==> config.mk <==
export PLATFORM = sky130hd
export DESIGN_NAME = winograd_tile_scheduler_flat
export DESIGN_NICKNAME = d
export VERILOG_FILES = /design/src/rtl/winograd_pkg.sv /design/src/rtl/winograd_tile_scheduler_if.sv /design/src/rtl/tile_addr_gen.sv /design/src/rtl/winograd_tile_scheduler.sv /design/src/flat_wrapper.sv
export SDC_FILE = /design/constraint.sdc
export NUM_CORES = 1
export LEC_CHECK = 0
export ABC_AREA = 0
export CAP_MARGIN = 40
export CORE_MARGIN = 5
export CORE_UTILIZATION = 55
export DETAILED_ROUTE_END_ITERATION = 10
export HOLD_SLACK_MARGIN = 0.06
export MAX_ROUTING_LAYER = met4
export PLACE_DENSITY = 0.79
export SETUP_SLACK_MARGIN = 0.3
export SYNTH_ARGS = -nofsm -noshare
export SYNTH_HDL_FRONTEND = slang
export SYNTH_SLANG_ARGS = --single-unit
export TNS_END_PERCENT = 50
==> constraint.sdc <==
create_clock -name clk -period 1.95 [get_ports clk]
set_input_delay 0.195 -clock clk [delete_from_list [all_inputs] [get_ports clk]]
set_output_delay 0.195 -clock clk [all_outputs]
set_load 0.02 [all_outputs]
==> src/rtl/winograd_pkg.sv <==
// Shared types and geometry helpers for the Winograd tile scheduler.
// Kept free of module state so any block can import it.
package winograd_pkg;

    typedef enum logic [2:0] {
        IDLE,
        FETCH,
        WAIT_DONE,
        NEXT,
        DONE
    } state_t;

    function automatic int stride(input int tile_size, input int kernel_size);
        return tile_size - kernel_size + 1;
    endfunction

    function automatic int tiles_per_dim(input int dim, input int tile_size, input int s);
        return (dim - tile_size) / s + 1;
    endfunction

    // Counters for a single-value range still need one bit to exist.
    function automatic int clog2_min1(input int n);
        return (n <= 1) ? 1 : $clog2(n);
    endfunction

endpackage

==> src/rtl/winograd_tile_scheduler_if.sv <==
// Bus bundle between the tile scheduler, its frame buffer and the Winograd datapath.
// The master modport is the scheduler's view; slave is the environment's view.
interface winograd_tile_scheduler_if #(
    parameter int ADDR_WIDTH = 9,
    parameter int DATA_WIDTH = 8,
    parameter int ROW_WIDTH  = 2,
    parameter int COL_WIDTH  = 2
);
    logic                  start;
    logic                  busy;
    logic                  done;
    logic                  rd_en;
    logic [ADDR_WIDTH-1:0] rd_addr;
    logic [DATA_WIDTH-1:0] rd_data;
    logic [DATA_WIDTH-1:0] o_pixel_data;
    logic                  o_pixel_data_valid;
    logic [ROW_WIDTH-1:0]  o_tile_row;
    logic [COL_WIDTH-1:0]  o_tile_col;
    logic                  i_tile_done;

    modport master (
        input  start, rd_data, i_tile_done,
        output busy, done, rd_en, rd_addr,
        output o_pixel_data, o_pixel_data_valid, o_tile_row, o_tile_col
    );

    modport slave (
        output start, rd_data, i_tile_done,
        input  busy, done, rd_en, rd_addr,
        input  o_pixel_data, o_pixel_data_valid, o_tile_row, o_tile_col
    );
endinterface

==> src/rtl/tile_addr_gen.sv <==
// Channel/row/column walker for one tile; produces the frame buffer address by
// adding constant jumps to registered bases, so the fetch path holds no multiplier.
module tile_addr_gen
    import winograd_pkg::*;
#(
    parameter int IMAGE_WIDTH  = 10,
    parameter int IMAGE_HEIGHT = 10,
    parameter int TILE_SIZE    = 4,
    parameter int CHANNELS     = 3,
    parameter int STRIDE       = 2,
    parameter int ADDR_WIDTH   = 9
) (
    input  logic                  clk,
    input  logic                  reset,
    input  logic                  frame_start,
    input  logic                  step,
    input  logic                  tile_advance,
    input  logic                  row_wrap,
    output logic [ADDR_WIDTH-1:0] addr,
    output logic                  last
);
    localparam int K_W = clog2_min1(TILE_SIZE);
    localparam int C_W = clog2_min1(CHANNELS);

    // Jumps applied at the end of a tile line, at the end of a channel plane,
    // and when moving the tile origin sideways or down one tile row.
    localparam logic [ADDR_WIDTH-1:0] ROW_JUMP  = ADDR_WIDTH'(IMAGE_WIDTH - TILE_SIZE + 1);
    localparam logic [ADDR_WIDTH-1:0] CHAN_JUMP = ADDR_WIDTH'(IMAGE_WIDTH * IMAGE_HEIGHT
                                                  - (TILE_SIZE - 1) * IMAGE_WIDTH
                                                  - (TILE_SIZE - 1));
    localparam logic [ADDR_WIDTH-1:0] COL_STEP  = ADDR_WIDTH'(STRIDE);
    localparam logic [ADDR_WIDTH-1:0] ROW_STEP  = ADDR_WIDTH'(STRIDE * IMAGE_WIDTH);

    logic [K_W-1:0]        k_q;
    logic [K_W-1:0]        r_q;
    logic [C_W-1:0]        c_q;
    logic [ADDR_WIDTH-1:0] addr_q;
    logic [ADDR_WIDTH-1:0] tile_base_q;
    logic [ADDR_WIDTH-1:0] row_base_q;
    logic [ADDR_WIDTH-1:0] next_row_base;
    logic [ADDR_WIDTH-1:0] next_tile_base;
    logic                  k_last;
    logic                  r_last;
    logic                  c_last;

    assign k_last = (k_q == K_W'(TILE_SIZE - 1));
    assign r_last = (r_q == K_W'(TILE_SIZE - 1));
    assign c_last = (c_q == C_W'(CHANNELS - 1));
    assign last   = k_last && r_last && c_last;
    assign addr   = addr_q;

    assign next_row_base  = row_wrap ? row_base_q + ROW_STEP : row_base_q;
    assign next_tile_base = row_wrap ? row_base_q + ROW_STEP : tile_base_q + COL_STEP;

    // NOTE: state registers use non-blocking assignments so every register in
    // this clock domain samples pre-edge values, independent of statement order.
    always_ff @(posedge clk) begin
        if (!reset || frame_start) begin
            k_q         <= '0;
            r_q         <= '0;
            c_q         <= '0;
            addr_q      <= '0;
            tile_base_q <= '0;
            row_base_q  <= '0;
        end else if (tile_advance) begin
            k_q         <= '0;
            r_q         <= '0;
            c_q         <= '0;
            row_base_q  <= next_row_base;
            tile_base_q <= next_tile_base;
            addr_q      <= next_tile_base;
        end else if (step) begin
            if (!k_last) begin
                k_q    <= k_q + 1'b1;
                addr_q <= addr_q + 1'b1;
            end else if (!r_last) begin
                k_q    <= '0;
                r_q    <= r_q + 1'b1;
                addr_q <= addr_q + ROW_JUMP;
            end else if (!c_last) begin
                k_q    <= '0;
                r_q    <= '0;
                c_q    <= c_q + 1'b1;
                addr_q <= addr_q + CHAN_JUMP;
            end else begin
                // Tile finished: park on the origin so a re-walk would repeat it.
                k_q    <= '0;
                r_q    <= '0;
                c_q    <= '0;
                addr_q <= tile_base_q;
            end
        end
    end
endmodule

==> src/rtl/winograd_tile_scheduler.sv <==
// Walks overlapping tiles of a channel-planar frame, streaming each tile as one
// contiguous pixel burst and waiting for the datapath's tile_done between tiles.
module winograd_tile_scheduler
    import winograd_pkg::*;
#(
    parameter int KERNEL_SIZE        = 3,
    parameter int INPUT_IMAGE_WIDTH  = 10,
    parameter int INPUT_IMAGE_HEIGHT = 10,
    parameter int INPUT_TILE_SIZE    = 4,
    parameter int INPUT_DATA_WIDTH   = 8,
    parameter int CHANNELS           = 3
) (
    input logic                        clk,
    input logic                        reset,
    winograd_tile_scheduler_if.master  bus
);
    localparam int S          = stride(INPUT_TILE_SIZE, KERNEL_SIZE);
    localparam int TX         = tiles_per_dim(INPUT_IMAGE_WIDTH, INPUT_TILE_SIZE, S);
    localparam int TY         = tiles_per_dim(INPUT_IMAGE_HEIGHT, INPUT_TILE_SIZE, S);
    localparam int ADDR_WIDTH = $clog2(CHANNELS * INPUT_IMAGE_WIDTH * INPUT_IMAGE_HEIGHT);
    localparam int COL_W      = clog2_min1(TX);
    localparam int ROW_W      = clog2_min1(TY);

    if (((INPUT_IMAGE_WIDTH - INPUT_TILE_SIZE) % S != 0) ||
        ((INPUT_IMAGE_HEIGHT - INPUT_TILE_SIZE) % S != 0)) begin : g_bad_geometry
        $error("winograd_tile_scheduler: image dimensions do not tile with stride %0d", S);
    end

    state_t                state_q;
    state_t                state_d;
    logic [COL_W-1:0]      tx_q;
    logic [ROW_W-1:0]      ty_q;
    logic                  valid_q;
    logic                  rd_en;
    logic                  step;
    logic                  frame_start;
    logic                  tile_advance;
    logic                  row_wrap;
    logic                  frame_last;
    logic                  addr_last;
    logic [ADDR_WIDTH-1:0] addr;

    tile_addr_gen #(
        .IMAGE_WIDTH  (INPUT_IMAGE_WIDTH),
        .IMAGE_HEIGHT (INPUT_IMAGE_HEIGHT),
        .TILE_SIZE    (INPUT_TILE_SIZE),
        .CHANNELS     (CHANNELS),
        .STRIDE       (S),
        .ADDR_WIDTH   (ADDR_WIDTH)
    ) u_addr_gen (
        .clk          (clk),
        .reset        (reset),
        .frame_start  (frame_start),
        .step         (step),
        .tile_advance (tile_advance),
        .row_wrap     (row_wrap),
        .addr         (addr),
        .last         (addr_last)
    );

    assign row_wrap   = (tx_q == COL_W'(TX - 1));
    assign frame_last = row_wrap && (ty_q == ROW_W'(TY - 1));

    always_ff @(posedge clk) begin
        if (!reset) begin
            state_q <= IDLE;
            valid_q <= 1'b0;
        end else begin
            state_q <= state_d;
            valid_q <= rd_en;
        end
    end

    // NOTE: every signal written here gets a default first, so no path through
    // the case leaves one unassigned and no latch is inferred.
    always_comb begin
        state_d      = state_q;
        rd_en        = 1'b0;
        step         = 1'b0;
        frame_start  = 1'b0;
        tile_advance = 1'b0;
        unique case (state_q)
            IDLE: begin
                if (bus.start) begin
                    frame_start = 1'b1;
                    state_d     = FETCH;
                end
            end
            FETCH: begin
                rd_en = 1'b1;
                step  = 1'b1;
                if (addr_last) state_d = WAIT_DONE;
            end
            WAIT_DONE: begin
                // A tile_done arriving while the last pixel is still in flight is dropped.
                if (bus.i_tile_done && !valid_q) state_d = NEXT;
            end
            NEXT: begin
                if (frame_last) begin
                    state_d = DONE;
                end else begin
                    tile_advance = 1'b1;
                    state_d      = FETCH;
                end
            end
            DONE:    state_d = IDLE;
            default: state_d = IDLE;
        endcase
    end

    always_ff @(posedge clk) begin
        if (!reset || frame_start) begin
            tx_q <= '0;
            ty_q <= '0;
        end else if (tile_advance) begin
            if (row_wrap) begin
                tx_q <= '0;
                ty_q <= ty_q + 1'b1;
            end else begin
                tx_q <= tx_q + 1'b1;
            end
        end
    end

    assign bus.rd_en              = rd_en;
    assign bus.rd_addr            = addr;
    assign bus.busy               = (state_q == FETCH) || (state_q == WAIT_DONE) || (state_q == NEXT);
    assign bus.done               = (state_q == DONE);
    assign bus.o_pixel_data_valid = valid_q;
    assign bus.o_pixel_data       = valid_q ? bus.rd_data : {INPUT_DATA_WIDTH{1'b0}};
    assign bus.o_tile_row         = ty_q;
    assign bus.o_tile_col         = tx_q;
endmodule

==> src/flat_wrapper.sv <==
// flat-port wrapper written by rule: the top's interface ports become plain ports
module winograd_tile_scheduler_flat import winograd_pkg::*;
#(
    parameter int KERNEL_SIZE        = 3,
    parameter int INPUT_IMAGE_WIDTH  = 10,
    parameter int INPUT_IMAGE_HEIGHT = 10,
    parameter int INPUT_TILE_SIZE    = 4,
    parameter int INPUT_DATA_WIDTH   = 8,
    parameter int CHANNELS           = 3
)
  (clk, reset, bus_start, bus_rd_data, bus_i_tile_done, bus_busy, bus_done, bus_rd_en, bus_rd_addr, bus_o_pixel_data, bus_o_pixel_data_valid, bus_o_tile_row, bus_o_tile_col);
  winograd_tile_scheduler_if #(.ADDR_WIDTH((9)), .DATA_WIDTH((8)), .ROW_WIDTH((2)), .COL_WIDTH((2))) bus_i ();
  input logic clk;
  input logic reset;
  input wire logic [$bits(bus_i.start)-1:0] bus_start;
  input wire logic [$bits(bus_i.rd_data)-1:0] bus_rd_data;
  input wire logic [$bits(bus_i.i_tile_done)-1:0] bus_i_tile_done;
  output wire logic [$bits(bus_i.busy)-1:0] bus_busy;
  output wire logic [$bits(bus_i.done)-1:0] bus_done;
  output wire logic [$bits(bus_i.rd_en)-1:0] bus_rd_en;
  output wire logic [$bits(bus_i.rd_addr)-1:0] bus_rd_addr;
  output wire logic [$bits(bus_i.o_pixel_data)-1:0] bus_o_pixel_data;
  output wire logic [$bits(bus_i.o_pixel_data_valid)-1:0] bus_o_pixel_data_valid;
  output wire logic [$bits(bus_i.o_tile_row)-1:0] bus_o_tile_row;
  output wire logic [$bits(bus_i.o_tile_col)-1:0] bus_o_tile_col;
  assign bus_i.start = bus_start;
  assign bus_i.rd_data = bus_rd_data;
  assign bus_i.i_tile_done = bus_i_tile_done;
  assign bus_busy = bus_i.busy;
  assign bus_done = bus_i.done;
  assign bus_rd_en = bus_i.rd_en;
  assign bus_rd_addr = bus_i.rd_addr;
  assign bus_o_pixel_data = bus_i.o_pixel_data;
  assign bus_o_pixel_data_valid = bus_i.o_pixel_data_valid;
  assign bus_o_tile_row = bus_i.o_tile_row;
  assign bus_o_tile_col = bus_i.o_tile_col;
  winograd_tile_scheduler #(.KERNEL_SIZE(KERNEL_SIZE), .INPUT_IMAGE_WIDTH(INPUT_IMAGE_WIDTH), .INPUT_IMAGE_HEIGHT(INPUT_IMAGE_HEIGHT), .INPUT_TILE_SIZE(INPUT_TILE_SIZE), .INPUT_DATA_WIDTH(INPUT_DATA_WIDTH), .CHANNELS(CHANNELS)) u_core (.clk(clk), .reset(reset), .bus(bus_i));
endmodule
==> out/qor.yml <==
synthesis:
  ys_ff_latch: 39
  synth_cells: 330
  synth_top_family_by_area: "simple AND/OR/NAND/NOR gates"
  netlist_area_sq_mm: 0.002586
  synth.avg_cell_area_sq_um: 7.837
  async_reset_ff_share_pct: 0
  ys.flop_type: "dfxtp_1"
  synthMuxAreaShare_pct: 0
  synth_compound_area_share_pct: 22.93
  synth_edf_count: 0
  synth-adder-area-share_pct: 3.870
  syn_nets: 350
  yosys_warnings: 0
  synth_xor_area_share_pct: 10.16
  seq_area_frac_synth_pct: 30.19
  synth-simple-area-share_pct: 26.61
  ys_types: 66
setup_path:
  crit_arrival_ns: 1.94
  r2r_setup_slack_ns: 0.21
  reg2regPathDepth: 5
  crit_fanout: 6
  crit_type: "reg -> reg"
  end_kind: "register"
  r2r_end: "u_core.u_addr_gen.addr[3]$_SDFFE_PP0P_"
  rr_startpoint: "u_core.u_addr_gen.c_q[0]$_SDFFE_PP0P_"
  crit_required_ns: 2.15
  cp-start-kind: "register"
die:
  core_sq_mm: 0.004629
  fp.dieH_um: 78.57
  floorplan.initialDensity_pct: 55.86
  rows: 25
  die-area_sq_mm: 0.006173
  die_width_um: 78.57
  num_io_pins: 37
sta:
  slew_violations: 0
  final-hold-violation-count: 0
  post-route-min-period_ns: 1.739
  fmaxAchievable_ghz: 0.5749
  setup_ws_ns: 0.2106
  tightest_slew_ns: 0.4224
  tns_ns: 0
  setup_violations: 0
  skew_ns: 0.008394
  relSlewSlack_pct: 71.60
  fin_crit_sh_pct: 89.20
  rsz0062_at_grt: "yes"
clocking:
  cts-root-buf: "clkbuf_8"
  clkSinkCount: 39
  clock_latency_ns: 0.30
  ctsHtreeMaxLevel: 2
  numCtsBuffers: 5
  tritoncts: "built"
  clk_pin_slew_ns: 0.08
  hold_buffers: 0
  max-clock-path-buffers: 2
placed_design:
  dp_worst_setup_slack_ns: 0.1629
  dpl.hpwl_um: 5263
  dpl.cell_count: 421
  port-buffer-count: 36
  gp_congestion: 0.9643
cells_and_area:
  multi_input_area_sq_mm: 0.001851
  antenna_cells: 0
  drive_above_1_share_pct: 26.61
  regArea_sq_um: 814.5
  fin_nets: 406
  syn_to_final_growth_pct: 33.58
  fin_util_pct: 74.62
  final-instance-count-excl-fill: 441
  fillCellCount: 336
route:
  dr.max_layer_used: "met4"
  drc: 0
  vias: 2773
  drt-pass1-iter-count: 5
  first_iter_violations: 405
  routed_wirelength_um: 8041
  antenna_left: 0
  wl_met1_um: 3220
  dr_wl_met2_um: 3819
  wl_per_cell_um: 18.23
  met3_length_um: 671
  viasPerCell: 6.288
power:
  internal_power_w: 0.001191
  leakage_nw: 1.251
  power_frac_comb_pct: 17.7
  ir_drop_mv: 0.3474
  switching_share_pct: 28.03
  pwr-share-seq_pct: 49.7
  p_per_area_mw_per_mm2: 478.9
  clockPowerShare_pct: 32.7
  p_sw_w: 0.0004637
worst_hold_path:
  hold_depth: 2
  hold_class: "reg -> reg"
  holdPathEnd: "u_core.u_addr_gen.tile_base_q[0]$_SDFFE_PP0P_"
  worst_hold_startpoint: "u_core.u_addr_gen.tile_base_q[0]$_SDFFE_PP0P_"
flow_run:
  max_cap_violations: 0
global_routing:
  overflow: 0
  grt_pass1_wl_um: 12120
  grt_usage_pct: 25.63
  antenna_found_initial: 0
  grt_max_degree: 16
  grt_pass1_vias: 2455
run_status:
  status: "completed"
[worst max-delay path: stages (launching register included)]
cell,delay [ns]
dfxtp_1,0.36
nand2b_1,0.25
a21oi_1,0.25
o221ai_1,0.19
a221o_1,0.37
a31o_1,0.21
[timing repair]
item                                    4_1_cts  5_1_grt
gates cloned                                  0        1
endpoints found under the setup margin       26       31
setup buffers                                 6        5
endpoints found under the hold margin         0        0
pin swaps                                     2       11
gates resized for setup                      23       41
[synthesized netlist by cell type (3+ instances only)]
cell	count	area, sq um
o31ai_1	4	30.03
xnor2_1	20	175.2
inv_1	8	30.03
o21ai_0	9	45.04
ha_1	8	100.1
buf_2	10	50.05
nand2_1	32	120.1
nor3_1	10	50.05
nor2_1	40	150.1
a21oi_1	34	170.2
a221oi_1	5	43.79
and2_1	10	62.56
clkbuf_1	3	11.26
xor2_1	10	87.58
nand3_1	17	85.08
dfxtp_1	39	780.8
a31oi_1	3	18.77
nand2b_1	5	31.28
[how the worst max path moves through the flow]
stage	from	end	depth (start not counted)
final	u_core.u_addr_gen.c_q[0]$_SDFFE_PP0P_	u_core.u_addr_gen.addr[3]$_SDFFE_PP0P_	5
after global routing	u_core.u_addr_gen.c_q[0]$_SDFFE_PP0P_	u_core.u_addr_gen.addr[3]$_SDFFE_PP0P_	5
after CTS	u_core.state_q[2]$_SDFFE_PN0P_	bus_rd_en	3
after detailed placement	u_core.state_q[1]$_SDFFE_PN0P_	u_core.u_addr_gen.addr[7]$_SDFFE_PP0P_	5
after global placement	u_core.u_addr_gen.r_q[0]$_SDFFE_PP0P_	u_core.u_addr_gen.addr[3]$_SDFFE_PP0P_	6
after floorplan	u_core.u_addr_gen.addr[1]$_SDFFE_PP0P_	u_core.u_addr_gen.addr[7]$_SDFFE_PP0P_	5
[cells by family after synthesis]
group	after synthesis
buffers and inverters	29
DFF	39
AOI/OAI and AO/OA	87
and+or+nand+nor	137
xor gates and xnor gates	30
adders and majority gates	8
[through the flow]
| stage | hold slack (ns) | instance area, sq um | total power [W] |
|---|---|---|---|
| after floorplan | 0.3354 | 2608 | 0.0009952 |
| after global placement | 0.4229 | 3078 | 0.001088 |
| after detailed placement | 0.4253 | 3078 | 0.001092 |
| after CTS | 0.4374 | 3249 | 0.001638 |
| after global routing | 0.4769 | 3455 | 0.001727 |
| final | 0.4485 | 3455 | 0.001655 |
[cell usage in the layout (no fill, tap or decap), drive strengths merged, types with 10 or more instances in the layout]
cell,synthesis,layout
nand3,18,18
buf,16,32
nor3,10,10
clkdlybuf4s50,0,31
dfxtp,39,39
nor2,41,41
xor2,10,10
o21ai,10,10
xnor2,20,20
a21oi,35,35
and2,10,10
nand2,33,33
[per-layer routing]
metal,vias to the layer above,track usage [%]
met2,163,40.24
met5,-,-
met1,1276,32.08
met3,50,4.817
met4,0,11.36
li1,1284,-
[layout make-up]
type | count | area share [%]
clock buffers | 7 | 2.209
well taps | 54 | 1.956
multi-input cells | 263 | 53.57
repair buffers | 68 | 17.42
inverters | 9 | 1.123
flip-flops and latches | 39 | 23.58
clock inverters | 1 | 0.1449
[registers in the layout (all words and copies together), names as in the netlist, 3 cells and up]
signal	count
u_core.u_addr_gen.row_base_q	7
u_core.state_q	3
u_core.u_addr_gen.addr	9
u_core.u_addr_gen.tile_base_q	9
[power groups by stage]
| stage | Combinational (W) | Sequential, W | Clock, W |
|---|---|---|---|
| 6_report | 0.000293 | 0.000822 | 0.000540 |
| 5_1_grt | 0.000313 | 0.000824 | 0.000590 |
| 4_1_cts | 0.000262 | 0.000821 | 0.000554 |
| 3_5_place_dp | 0.000244 | 0.000848 | 0 |
| 3_3_place_gp | 0.000242 | 0.000847 | 0 |
| 2_1_floorplan | 0.000145 | 0.000850 | 0 |
No activity file was read; power rests on OpenSTA's default activity.
